[config.mk]
export PLATFORM = sky130hd
export DESIGN_NAME = mmix_mem_responder
export DESIGN_NICKNAME = d
export VERILOG_FILES = /design/src/rtl/mmix_mem_responder_pkg.sv /design/src/rtl/mem_lane_steer.sv /design/src/rtl/mmix_mem_responder.sv
export SDC_FILE = /design/constraint.sdc
export NUM_CORES = 1
export LEC_CHECK = 0
export BUFFER_PORTS_ARGS = -buffer_cell sky130_fd_sc_hd__clkbuf_2
export CORE_UTILIZATION = 52
export CTS_CLUSTER_DIAMETER = 30
export DETAILED_ROUTE_END_ITERATION = 10
export MAX_ROUTING_LAYER = met4
export PLACE_DENSITY_LB_ADDON = 0.12
export SLEW_MARGIN = 15
export SYNTH_ARGS = -nofsm -noshare
export SYNTH_HDL_FRONTEND = slang
export SYNTH_SLANG_ARGS = --single-unit
[constraint.sdc]
create_clock -name clk -period 2.7 [get_ports clk]
set_clock_uncertainty 0.2 [all_clocks]
set_input_delay 0.135 -clock clk [delete_from_list [all_inputs] [get_ports clk]]
set_output_delay 0.135 -clock clk [all_outputs]
set_load 0.05 [all_outputs]
[src/rtl/mmix_mem_responder_pkg.sv]
`default_nettype none
// ============================================================================
// Package : mmix_defs
// Purpose : Shared definitions for the memory responder.
//           - Load/store size codes carried on mem_datasize.
//           - State encoding of the responder FSM.
// Ports   : none (package)
// Rev     : 1.0  initial release
// ============================================================================
package mmix_defs;

   // Request size codes (mem_datasize)
   localparam logic [1:0] SZ_BYTE  = 2'd0;
   localparam logic [1:0] SZ_WYDE  = 2'd1;
   localparam logic [1:0] SZ_TETRA = 2'd2;
   localparam logic [1:0] SZ_OCTA  = 2'd3;

   // Responder FSM states
   typedef enum logic [2:0] {
      S_IDLE  = 3'd0,
      S_RD_HI = 3'd1,
      S_RD_LO = 3'd2,
      S_WR_HI = 3'd3,
      S_WR_LO = 3'd4,
      S_DONE  = 3'd5
   } resp_state_t;

endpackage
`default_nettype wire

[src/rtl/mem_lane_steer.sv]
`default_nettype none
// ============================================================================
// Module  : mem_lane_steer
// Purpose : Combinational big-endian lane steering for one 32-bit beat.
//           MMIX byte offset k inside a tetra sits on lane 3-k.
// Ports   : size  - request size code
//           a_lo  - request address bits [1:0]
//           hi    - octa only: 1 selects the upper tetra of wd
//           wd    - right-justified store data
//           rd    - Avalon read data of the beat
//           wdata - replicated/selected write data for the beat
//           be    - byte enables for the beat
//           rdata - right-justified, zero-extended extracted read data
// Rev     : 1.0  initial release
// ============================================================================
module mem_lane_steer
   import mmix_defs::*;
(
   input  logic [1:0]  size,
   input  logic [1:0]  a_lo,
   input  logic        hi,
   input  logic [63:0] wd,
   input  logic [31:0] rd,
   output logic [31:0] wdata,
   output logic [3:0]  be,
   output logic [31:0] rdata
);

   logic [7:0] rd_byte;

   // Offset 0 is the most significant lane
   always_comb begin
      rd_byte = rd[31:24];
      case (a_lo)
         2'd0:    rd_byte = rd[31:24];
         2'd1:    rd_byte = rd[23:16];
         2'd2:    rd_byte = rd[15:8];
         default: rd_byte = rd[7:0];
      endcase
   end

   always_comb begin
      wdata = wd[31:0];
      be    = 4'b1111;
      rdata = rd;
      case (size)
         SZ_BYTE: begin
            wdata = {4{wd[7:0]}};
            be    = 4'b1000 >> a_lo;
            rdata = {24'd0, rd_byte};
         end
         SZ_WYDE: begin
            wdata = {2{wd[15:0]}};
            be    = a_lo[1] ? 4'b0011 : 4'b1100;
            rdata = {16'd0, (a_lo[1] ? rd[15:0] : rd[31:16])};
         end
         SZ_TETRA: begin
            wdata = wd[31:0];
            be    = 4'b1111;
            rdata = rd;
         end
         default: begin
            wdata = hi ? wd[63:32] : wd[31:0];
            be    = 4'b1111;
            rdata = rd;
         end
      endcase
   end

endmodule
`default_nettype wire

[src/rtl/mmix_mem_responder.sv]
`default_nettype none
// ============================================================================
// Module  : mmix_mem_responder
// Purpose : Executes one MMIX byte/wyde/tetra/octa load or store as one or
//           two 32-bit Avalon-MM beats, returning zero-extended read data
//           and a one-cycle mem_done.
// Ports   : clk, reset_n          - clock, async active-low reset
//           mem_address/datasize  - request address and size
//           mem_read/mem_write    - request levels, held until mem_done
//           mem_writedata         - right-justified store data
//           mem_readdata          - right-justified, zero-extended load data
//           mem_done              - one-cycle completion pulse
//           av_*                  - Avalon-MM master (registered commands)
// Rev     : 1.0  initial release
// ============================================================================
module mmix_mem_responder
   import mmix_defs::*;
#(
   parameter int ADDR_WIDTH = 23
)
(
   input  logic                  clk,
   input  logic                  reset_n,
   input  logic [63:0]           mem_address,
   input  logic [1:0]            mem_datasize,
   input  logic                  mem_read,
   input  logic                  mem_write,
   input  logic [63:0]           mem_writedata,
   output logic [63:0]           mem_readdata,
   output logic                  mem_done,
   output logic [ADDR_WIDTH-1:0] av_address,
   output logic [3:0]            av_byteenable,
   output logic                  av_read,
   output logic                  av_write,
   output logic [31:0]           av_writedata,
   input  logic [31:0]           av_readdata,
   input  logic                  av_readdatavalid,
   input  logic                  av_waitrequest
);

   resp_state_t           state, state_nx;
   logic [ADDR_WIDTH-1:0] addr_q, addr_nx;
   logic [1:0]            size_q, size_nx;
   logic [63:0]           wd_q, wd_nx;
   logic [31:0]           hi_q, hi_nx;
   logic [63:0]           rdata_nx;
   logic [ADDR_WIDTH-1:0] av_address_nx;
   logic [3:0]            av_byteenable_nx;
   logic [31:0]           av_writedata_nx;
   logic                  av_read_nx, av_write_nx;

   logic [1:0]            sel_size;
   logic [1:0]            sel_alo;
   logic [63:0]           sel_wd;
   logic                  steer_hi;
   logic [31:0]           steer_wdata;
   logic [3:0]            steer_be;
   logic [31:0]           steer_rdata;

   // Request address bits above the Avalon window are deliberately dropped
   logic unused_addr_hi;
   assign unused_addr_hi = ^mem_address[63:ADDR_WIDTH];

   // Beat address: tetra-aligned; octa picks the upper (+0) or lower (+4) tetra
   function automatic logic [ADDR_WIDTH-1:0] beat_addr(
      input logic [ADDR_WIDTH-1:0] a,
      input logic [1:0]            sz,
      input logic                  hi
   );
      logic [ADDR_WIDTH-1:0] b;
      b = {a[ADDR_WIDTH-1:2], 2'b00};
      if (sz == SZ_OCTA) b[2] = ~hi;
      return b;
   endfunction

   // Steering is fed the live request while idle (first beat is loaded from
   // it) and the latched request otherwise. The only beat loaded outside
   // S_IDLE is the octa LO beat, hence hi == idle.
   assign sel_size = (state == S_IDLE) ? mem_datasize     : size_q;
   assign sel_alo  = (state == S_IDLE) ? mem_address[1:0] : addr_q[1:0];
   assign sel_wd   = (state == S_IDLE) ? mem_writedata    : wd_q;
   assign steer_hi = (state == S_IDLE);

   mem_lane_steer u_steer (
      .size  (sel_size),
      .a_lo  (sel_alo),
      .hi    (steer_hi),
      .wd    (sel_wd),
      .rd    (av_readdata),
      .wdata (steer_wdata),
      .be    (steer_be),
      .rdata (steer_rdata)
   );

   assign mem_done = (state == S_DONE);

   always_comb begin
      state_nx         = state;
      addr_nx          = addr_q;
      size_nx          = size_q;
      wd_nx            = wd_q;
      hi_nx            = hi_q;
      rdata_nx         = mem_readdata;
      av_address_nx    = av_address;
      av_byteenable_nx = av_byteenable;
      av_writedata_nx  = av_writedata;
      av_read_nx       = av_read;
      av_write_nx      = av_write;

      case (state)
         S_IDLE: begin
            if (mem_read || mem_write) begin
               addr_nx          = mem_address[ADDR_WIDTH-1:0];
               size_nx          = mem_datasize;
               wd_nx            = mem_writedata;
               av_address_nx    = beat_addr(mem_address[ADDR_WIDTH-1:0], mem_datasize, 1'b1);
               av_byteenable_nx = steer_be;
               if (mem_read) begin
                  av_read_nx = 1'b1;
                  state_nx   = (mem_datasize == SZ_OCTA) ? S_RD_HI : S_RD_LO;
               end else begin
                  av_write_nx     = 1'b1;
                  av_writedata_nx = steer_wdata;
                  state_nx        = (mem_datasize == SZ_OCTA) ? S_WR_HI : S_WR_LO;
               end
            end
         end

         // av_read high: command phase; av_read low: awaiting the data beat
         S_RD_HI: begin
            if (av_read) begin
               if (!av_waitrequest) av_read_nx = 1'b0;
            end else if (av_readdatavalid) begin
               hi_nx         = av_readdata;
               av_read_nx    = 1'b1;
               av_address_nx = beat_addr(addr_q, size_q, 1'b0);
               state_nx      = S_RD_LO;
            end
         end

         S_RD_LO: begin
            if (av_read) begin
               if (!av_waitrequest) av_read_nx = 1'b0;
            end else if (av_readdatavalid) begin
               rdata_nx = (size_q == SZ_OCTA) ? {hi_q, av_readdata}
                                              : {32'd0, steer_rdata};
               state_nx = S_DONE;
            end
         end

         S_WR_HI: begin
            if (!av_waitrequest) begin
               av_address_nx   = beat_addr(addr_q, size_q, 1'b0);
               av_writedata_nx = steer_wdata;
               state_nx        = S_WR_LO;
            end
         end

         S_WR_LO: begin
            if (!av_waitrequest) begin
               av_write_nx = 1'b0;
               state_nx    = S_DONE;
            end
         end

         // Requests are not sampled here so the initiator can re-arbitrate
         S_DONE:  state_nx = S_IDLE;

         default: state_nx = S_IDLE;
      endcase
   end

   always_ff @(posedge clk or negedge reset_n) begin
      if (!reset_n) begin
         state         <= S_IDLE;
         addr_q        <= '0;
         size_q        <= '0;
         wd_q          <= '0;
         hi_q          <= '0;
         mem_readdata  <= '0;
         av_address    <= '0;
         av_byteenable <= '0;
         av_writedata  <= '0;
         av_read       <= 1'b0;
         av_write      <= 1'b0;
      end else begin
         state         <= state_nx;
         addr_q        <= addr_nx;
         size_q        <= size_nx;
         wd_q          <= wd_nx;
         hi_q          <= hi_nx;
         mem_readdata  <= rdata_nx;
         av_address    <= av_address_nx;
         av_byteenable <= av_byteenable_nx;
         av_writedata  <= av_writedata_nx;
         av_read       <= av_read_nx;
         av_write      <= av_write_nx;
      end
   end

endmodule
`default_nettype wire

==> metrics.cfg, run 1 <==
[status]
status=finished clean

[routing]
ant_nets=0
drt_pre_antenna_iters=9
vias=9435
routed_wl_um=32100
first_iter_violations=669
wl_met2_um=15800
drt-met1-wl_um=12700
drc=0
wl_per_cell_um=19.2
top_layer_used=met4
routed_via_density=5.66
wl_met3_um=2580

[pwr]
p_per_area_nw_per_um2=1390
ir_drop_uv=1010
leakage_nw=6.79

[critical_path]
cp_slowest_cell=or3_2
worstReg2RegStart=state[2]$_DFFE_PN0P_
cp-start-kind=flop
required_ns=2.90
crit_path_start=state[2]$_DFFE_PN0P_
r2r_end=addr_q[16]$_DFFE_PN0P_
r2r_slack_ns=0.35
crit_path_max_fanout=25
path_cells=or3_2 > nor2_4 > buf_4 > mux2_1
crit_path_end_kind=flop
reg2reg_depth=4
setup.worst_path.class=reg2reg
critPathMaxStageDelay_ns=0.65
worst_ep_arrival_time_ns=2.55

[sta]
fin_tns_setup_ns=0
fmax_ghz=0.425
tightest_slew_ns=0.610
finalMaxSlewViolations=0
post-route-min-period_ns=2.35
rsz0062_at_grt=no
setup_slack_ns=0.348
finalSetupViolCount=0
maxSlewHeadroom_pct=59.0
hold_viol=0
post-route-period-util_pct=87.1

[logic_synthesis]
yosys_warnings=0
syn_inst=999
syn_avg_cell_area_um2=10.2
synthDominantCellAreaShare_pct=52.6
netlist_area_um2=10200
synth_edf_count=0
synth_area_leaders=dfrtp_1 (53%), mux2_2 (6.3%), nand2_1 (6.1%)
seq_area_frac_synth_pct=52.6
synth_async_sr_flop_share_pct=100
synth_top_area_cell=dfrtp_1
synth.distinct_cells=55
synth_flop_cell=dfrtp_1
ys_ff_latch=215

[run]
drv_cap=0

[global_route]
grt_usage_pct=33.7
antenna_found_initial=0
grt-ovfl-total=0
grt_first_pass_wirelength_um=51300
grt_max_degree=113
grt_pass1_vias=9638

[clocking]
cts_buffer_depth=3
cts_root_buf=clkbuf_16
cts_tree=built
clock_sink_count=215
path_clk_slew_ns=0.05
htree_levels=2
cts_inserted_buffers=46
cts-resized-gates=0
clkLatencyLatePin_ns=0.53
cts_hold_buf=124
cts_setup_buffers=0

[layout]
area_growth_pct=43.0
drive_gt1_share_pct=31.0
fin_cells=1668
fin_nets=1541
final_util_pct=76.9
n_antenna_cell=0
final_area_um2=14600

[placement]
hpwl_um=19300
dp_slack_ns=0.342
numPortBuffers=250
dp.cells=1460
placed_area_um2=11700
finalWeightedCongestion=0.843

[die]
fp.dieW_um=142
initial_core_util_pct=53.8
dieArea_um2=20200
fp.coreArea_um2=19000
io_pins=294
fp.dieH_um=142
fp-row-count=50

[worst_hold_path]
hp-class=in2reg
hold_path_end=av_writedata[31]$_DFFE_PN0P_
hold_start=mem_writedata[63]
hold_depth=5

## cell families after synthesis
logic type / share of synthesized area (%)
AND/OR/NAND/NOR: 13.2
AO/OA/AOI/OAI: 15.4
flip-flops: 52.6
multiplexers: 14.4
buffers and inverters: 4.28
adder cells (fa/ha/maj): 0.122
other: 0.0367
## per-layer routing
metal | GRT usage, % | vias to the layer above
met5 | - | -
met4 | 12.3 | 0
met3 | 7.87 | 89
met2 | 54.9 | 470
met1 | 40.8 | 4558
li1 | - | 4318
## registers in the layout, indices dropped and copies added (netlist names)
signal / flops
mem_readdata: 64
av_writedata: 32
hi_q: 32
wd_q: 32
addr_q: 23
av_address: 21
av_byteenable: 4
state: 3
size_q: 2
av_read: 1
av_write: 1
## power by group
part           leakage, nW  internal, W  total (W)  switching [W]
Clock                0.766      0.00394    0.00581        0.00186
Combinational         3.37      0.00282    0.00884        0.00602
Sequential            2.65      0.00469    0.00562       0.000926
## cells in the final DEF (no fill, tap or decap), types with 4 or more instances in the layout
cell	Yosys	final
a211oi_1	22	22
a21oi_1	87	87
a221o_1	8	8
a222oi_1	8	8
a311oi_1	7	7
a31oi_1	12	12
buf_12	0	6
buf_4	7	24
bufinv_16	0	7
clkbuf_16	0	47
clkbuf_2	0	249
clkinv_2	0	6
clkinv_4	0	4
clkinvlp_4	0	10
dfrtp_1	215	215
dlygate4sd3_1	0	123
inv_1	10	10
inv_6	0	5
mux2_1	41	41
mux2_2	57	57
mux2i_1	35	35
nand2_1	167	167
nand2b_1	5	5
nand3_1	10	10
nor2_1	47	47
nor2b_1	15	15
nor3_1	23	23
o21ai_0	64	64
o21ai_1	28	28
o22ai_1	7	7
o31ai_1	9	9
## stage by stage
step                      hold slack (ns)  power (W)
after CTS                         0.00252     0.0202
after global placement            -0.0921     0.0140
after floorplan                    -0.361     0.0120
final                              0.0112     0.0203
after detailed placement          -0.0924     0.0142
after global routing               0.0455     0.0213
## worst max path at each step
stage                                         to  slack, ns
floorplan           mem_readdata[12]$_DFFE_PN0P_       0.33
global placement            wd_q[21]$_DFFE_PN0P_       0.38
detailed placement        addr_q[15]$_DFFE_PN0P_       0.34
CTS                       addr_q[16]$_DFFE_PN0P_       0.33
global route         mem_readdata[0]$_DFFE_PN0P_       0.22
finish                    addr_q[16]$_DFFE_PN0P_       0.35
## synthesized netlist by cell type (3+ instances only)
library cell and n:
buf_1 5, a222oi_1 8, nor2b_1 15, nand2_1 167, mux2i_1 35, buf_4 7, inv_1 10, mux2_2 57
nor3_1 23, a31oi_1 12, a211oi_1 22, o21ai_0 64, nand2b_1 5, nor3b_1 3, a221o_1 8, o22ai_1 7
a311oi_1 7, nand3_1 10, mux2_1 41, dfrtp_1 215, a21oi_1 87, buf_2 29, clkbuf_1 34, o21ai_1 28
o31ai_1 9, buf_6 5, nor2_1 47
## worst max-delay path: cells and delay by family, from the launching register on
| kind | cells | cell delay [ns] |
|---|---|---|
| mux | 1 | 0.38 |
| buf+inv | 1 | 0.35 |
| simple gates | 2 | 0.84 |
| flops | 1 | 0.43 |
## area by class of cell
cell class	count	area, um^2
clock inverter	32	394
tap	260	325
inverter	10	37.5
timing repair buffer	404	2820
clock buffer	52	1220
multi-input combinational	695	4440
sequential	215	5380
fill	1302	4400
(Power assumes the default switching activity.)
==> run 2: changes to the inputs <==
--- a/config.mk
+++ b/config.mk
@@ -6,7 +6,7 @@
 export NUM_CORES = 1
 export LEC_CHECK = 0
 export BUFFER_PORTS_ARGS = -buffer_cell sky130_fd_sc_hd__clkbuf_2
-export CORE_UTILIZATION = 52
+export CORE_UTILIZATION = 47
 export CTS_CLUSTER_DIAMETER = 30
 export DETAILED_ROUTE_END_ITERATION = 10
 export MAX_ROUTING_LAYER = met4
==> constraint.sdc (replaced) <==
create_clock -name clk -period 2.1 [get_ports clk]
set_clock_uncertainty 0.2 [all_clocks]
set_input_delay 0.105 -clock clk [delete_from_list [all_inputs] [get_ports clk]]
set_output_delay 0.105 -clock clk [all_outputs]
set_load 0.05 [all_outputs]
==> metrics.cfg, run 2 (synthesis results as in run 1) <==
[global_route]
grt_max_degree=67  ; -41%
grt_first_pass_wirelength_um=50800  ; -0.93%
antenna_found_initial=1  ; +1
grt-ovfl-total=0  ; unchanged
grt_pass1_vias=9466  ; -1.8%
grt_usage_pct=30.2  ; -3.5 points

[layout]
drive_gt1_share_pct=37.2  ; +6.1 points
fillers=1470  ; +13%
final_area_um2=15700  ; +7.5%
largest_register_ffs=64  ; unchanged
layout_common_cells=clkbuf_2 (248), dfrtp_1 (214), nand2_1 (165)
area_growth_pct=53.6
fin_nets=1600  ; +3.8%
mostFrequentLayoutCell=clkbuf_2
regMostFlops=mem_readdata

[placement]
hpwl_um=20300  ; +5.2%
finalWeightedCongestion=0.874  ; +3.6%
dp_slack_ns=-0.168  ; -0.510 ns
placed_area_um2=12100  ; +3.1%
numPortBuffers=250  ; unchanged

[routing]
routed_via_density=5.56  ; -1.7%
drt_pre_antenna_iters=7  ; -2
ant_nets=0  ; unchanged
first_iter_violations=632  ; -5.5%
drc=0  ; unchanged
vias=9687  ; +2.7%
wl_per_cell_um=19.7  ; +2.5%
routed_wl_um=34400  ; +7.1%

[sta]
fmax_ghz=0.454  ; +6.9%
maxSlewHeadroom_pct=52.4  ; -6.6 points
finalSetupViolCount=62  ; +62
rsz0062_at_grt=yes
post-route-min-period_ns=2.20  ; -0.151 ns
hold_viol=1  ; +1
finalMaxSlewViolations=0  ; unchanged
post-route-period-util_pct=105  ; +18 points
hold_ws_ns=-0.0304  ; -0.0417 ns
setup_slack_ns=-0.101  ; -0.449 ns
tightest_slew_ns=0.712  ; +0.102 ns
fin_tns_setup_ns=-1.95  ; -1.95 ns

[die]
fp-row-count=53  ; +6.0%
fp.dieW_um=150  ; +5.1%
fp.dieH_um=150  ; +5.1%
initial_core_util_pct=48.3  ; -5.4 points
fp.coreArea_um2=21200  ; +11%
io_pins=294  ; unchanged
dieArea_um2=22400  ; +10%

[run]
drv_cap=0  ; unchanged

[clocking]
cts_buffer_depth=3  ; unchanged
cts_tree=built
clock_sink_count=215  ; unchanged
cts_root_buf=clkbuf_16
path_clk_slew_ns=0.05  ; about the same
htree_levels=2  ; unchanged
cts_inserted_buffers=48  ; +4.3%
clkLatencyLatePin_ns=0.54  ; about the same

[pwr]
combinationalPowerShare_pct=48.5  ; +4.9 points
internal-power_w=0.0162  ; +41%
swShare_pct=42.5  ; -0.97 points
p_seq_share_pct=25.9  ; -1.8 points
leakage_nw=7.36  ; +8.5%
ir_drop_uv=1000  ; -0.63%
p_clk_share_pct=25.5  ; -3.2 points
p_sw_w=0.0119  ; +36%
p_per_area_nw_per_um2=1790  ; +29%

[critical_path]
cp-start-kind=flop
crit_path_end_kind=flop
crit_path_max_fanout=8  ; -68%
worst_ep_arrival_time_ns=2.41  ; -0.14 ns
r2r_slack_ns=-0.10  ; -0.45 ns
required_ns=2.31  ; -0.59 ns
setup.worst_path.class=reg2reg

[status]
status=finished, violations left
violations=hold timing, setup timing

[worst_hold_path]
hp-class=in2reg

-- run 2: what timing repair did --
item	4_1_cts	5_1_grt
endpoints found under the hold margin	396	0
setup buffers	4	10
resized for setup	28	73
pin swaps	18	19
cloned	0	11
setup endpoints to repair	115	119
hold buffers	124	0
-- run 2: layout make-up --
| cell class | instances | area, um^2 | share of cell area [%] |
|---|---|---|---|
| diodes | 1 | 2.50 | 0.0159 |
| flip-flops and latches | 215 | 5380 | 34.2 |
| clock buffers | 69 | 1390 | 8.85 |
| multi-input cells | 695 | 4780 | 30.4 |
| well taps | 275 | 344 | 2.19 |
| clock inverters | 16 | 175 | 1.11 |
| inverters | 10 | 37.5 | 0.239 |
| repair buffers | 461 | 3600 | 22.9 |
-- run 2: stage by stage --
stage	utilization, %	instances	total power [W]
3_3_place_gp	57.2	1508	0.0186
4_1_cts	71.3	1720	0.0264
2_1_floorplan	-	1000	0.0154
5_1_grt	74.3	1742	0.0295
6_report	74.3	1742	0.0281
3_5_place_dp	57.2	1508	0.0188
-- run 2: final timing paths --
path	start	endpoint	cells after the start
max	state[1]$_DFFE_PN0P_	mem_readdata[13]$_DFFE_PN0P_	6
min	mem_writedata[61]	av_writedata[29]$_DFFE_PN0P_	5
max reg2reg	state[1]$_DFFE_PN0P_	mem_readdata[13]$_DFFE_PN0P_	6
min reg2reg	mem_readdata[34]$_DFFE_PN0P_	mem_readdata[34]$_DFFE_PN0P_	2
max in group asynchronous	reset_n	av_address[8]$_DFFE_PN0P_	4
min in group asynchronous	reset_n	mem_readdata[56]$_DFFE_PN0P_	3
-- run 2: critical path, cell delays in order (launching register included) --
cell and delay (ns):
dfrtp_1 0.40, buf_6 0.14, or4_4 0.49, a22oi_2 0.22, a31oi_4 0.19, a222oi_1 0.38
inv_1 0.07
-- run 2: routing by layer --
metal	vias up	track usage [%]	wire [um]
met2	478	47.7	16600
li1	4435	-	-
met5	-	-	0
met3	102	6.13	2780
met1	4672	37.6	13800
met4	0	12.8	1260
-- run 2: power by group through the flow --
stage                     clock (W)  sequential, W  combinational [W]
after floorplan                   0         0.0102            0.00519
after global placement            0        0.00717             0.0114
after detailed placement          0        0.00722             0.0116
after CTS                   0.00723        0.00721             0.0120
after global routing        0.00749        0.00751             0.0145
final                       0.00718        0.00729             0.0136
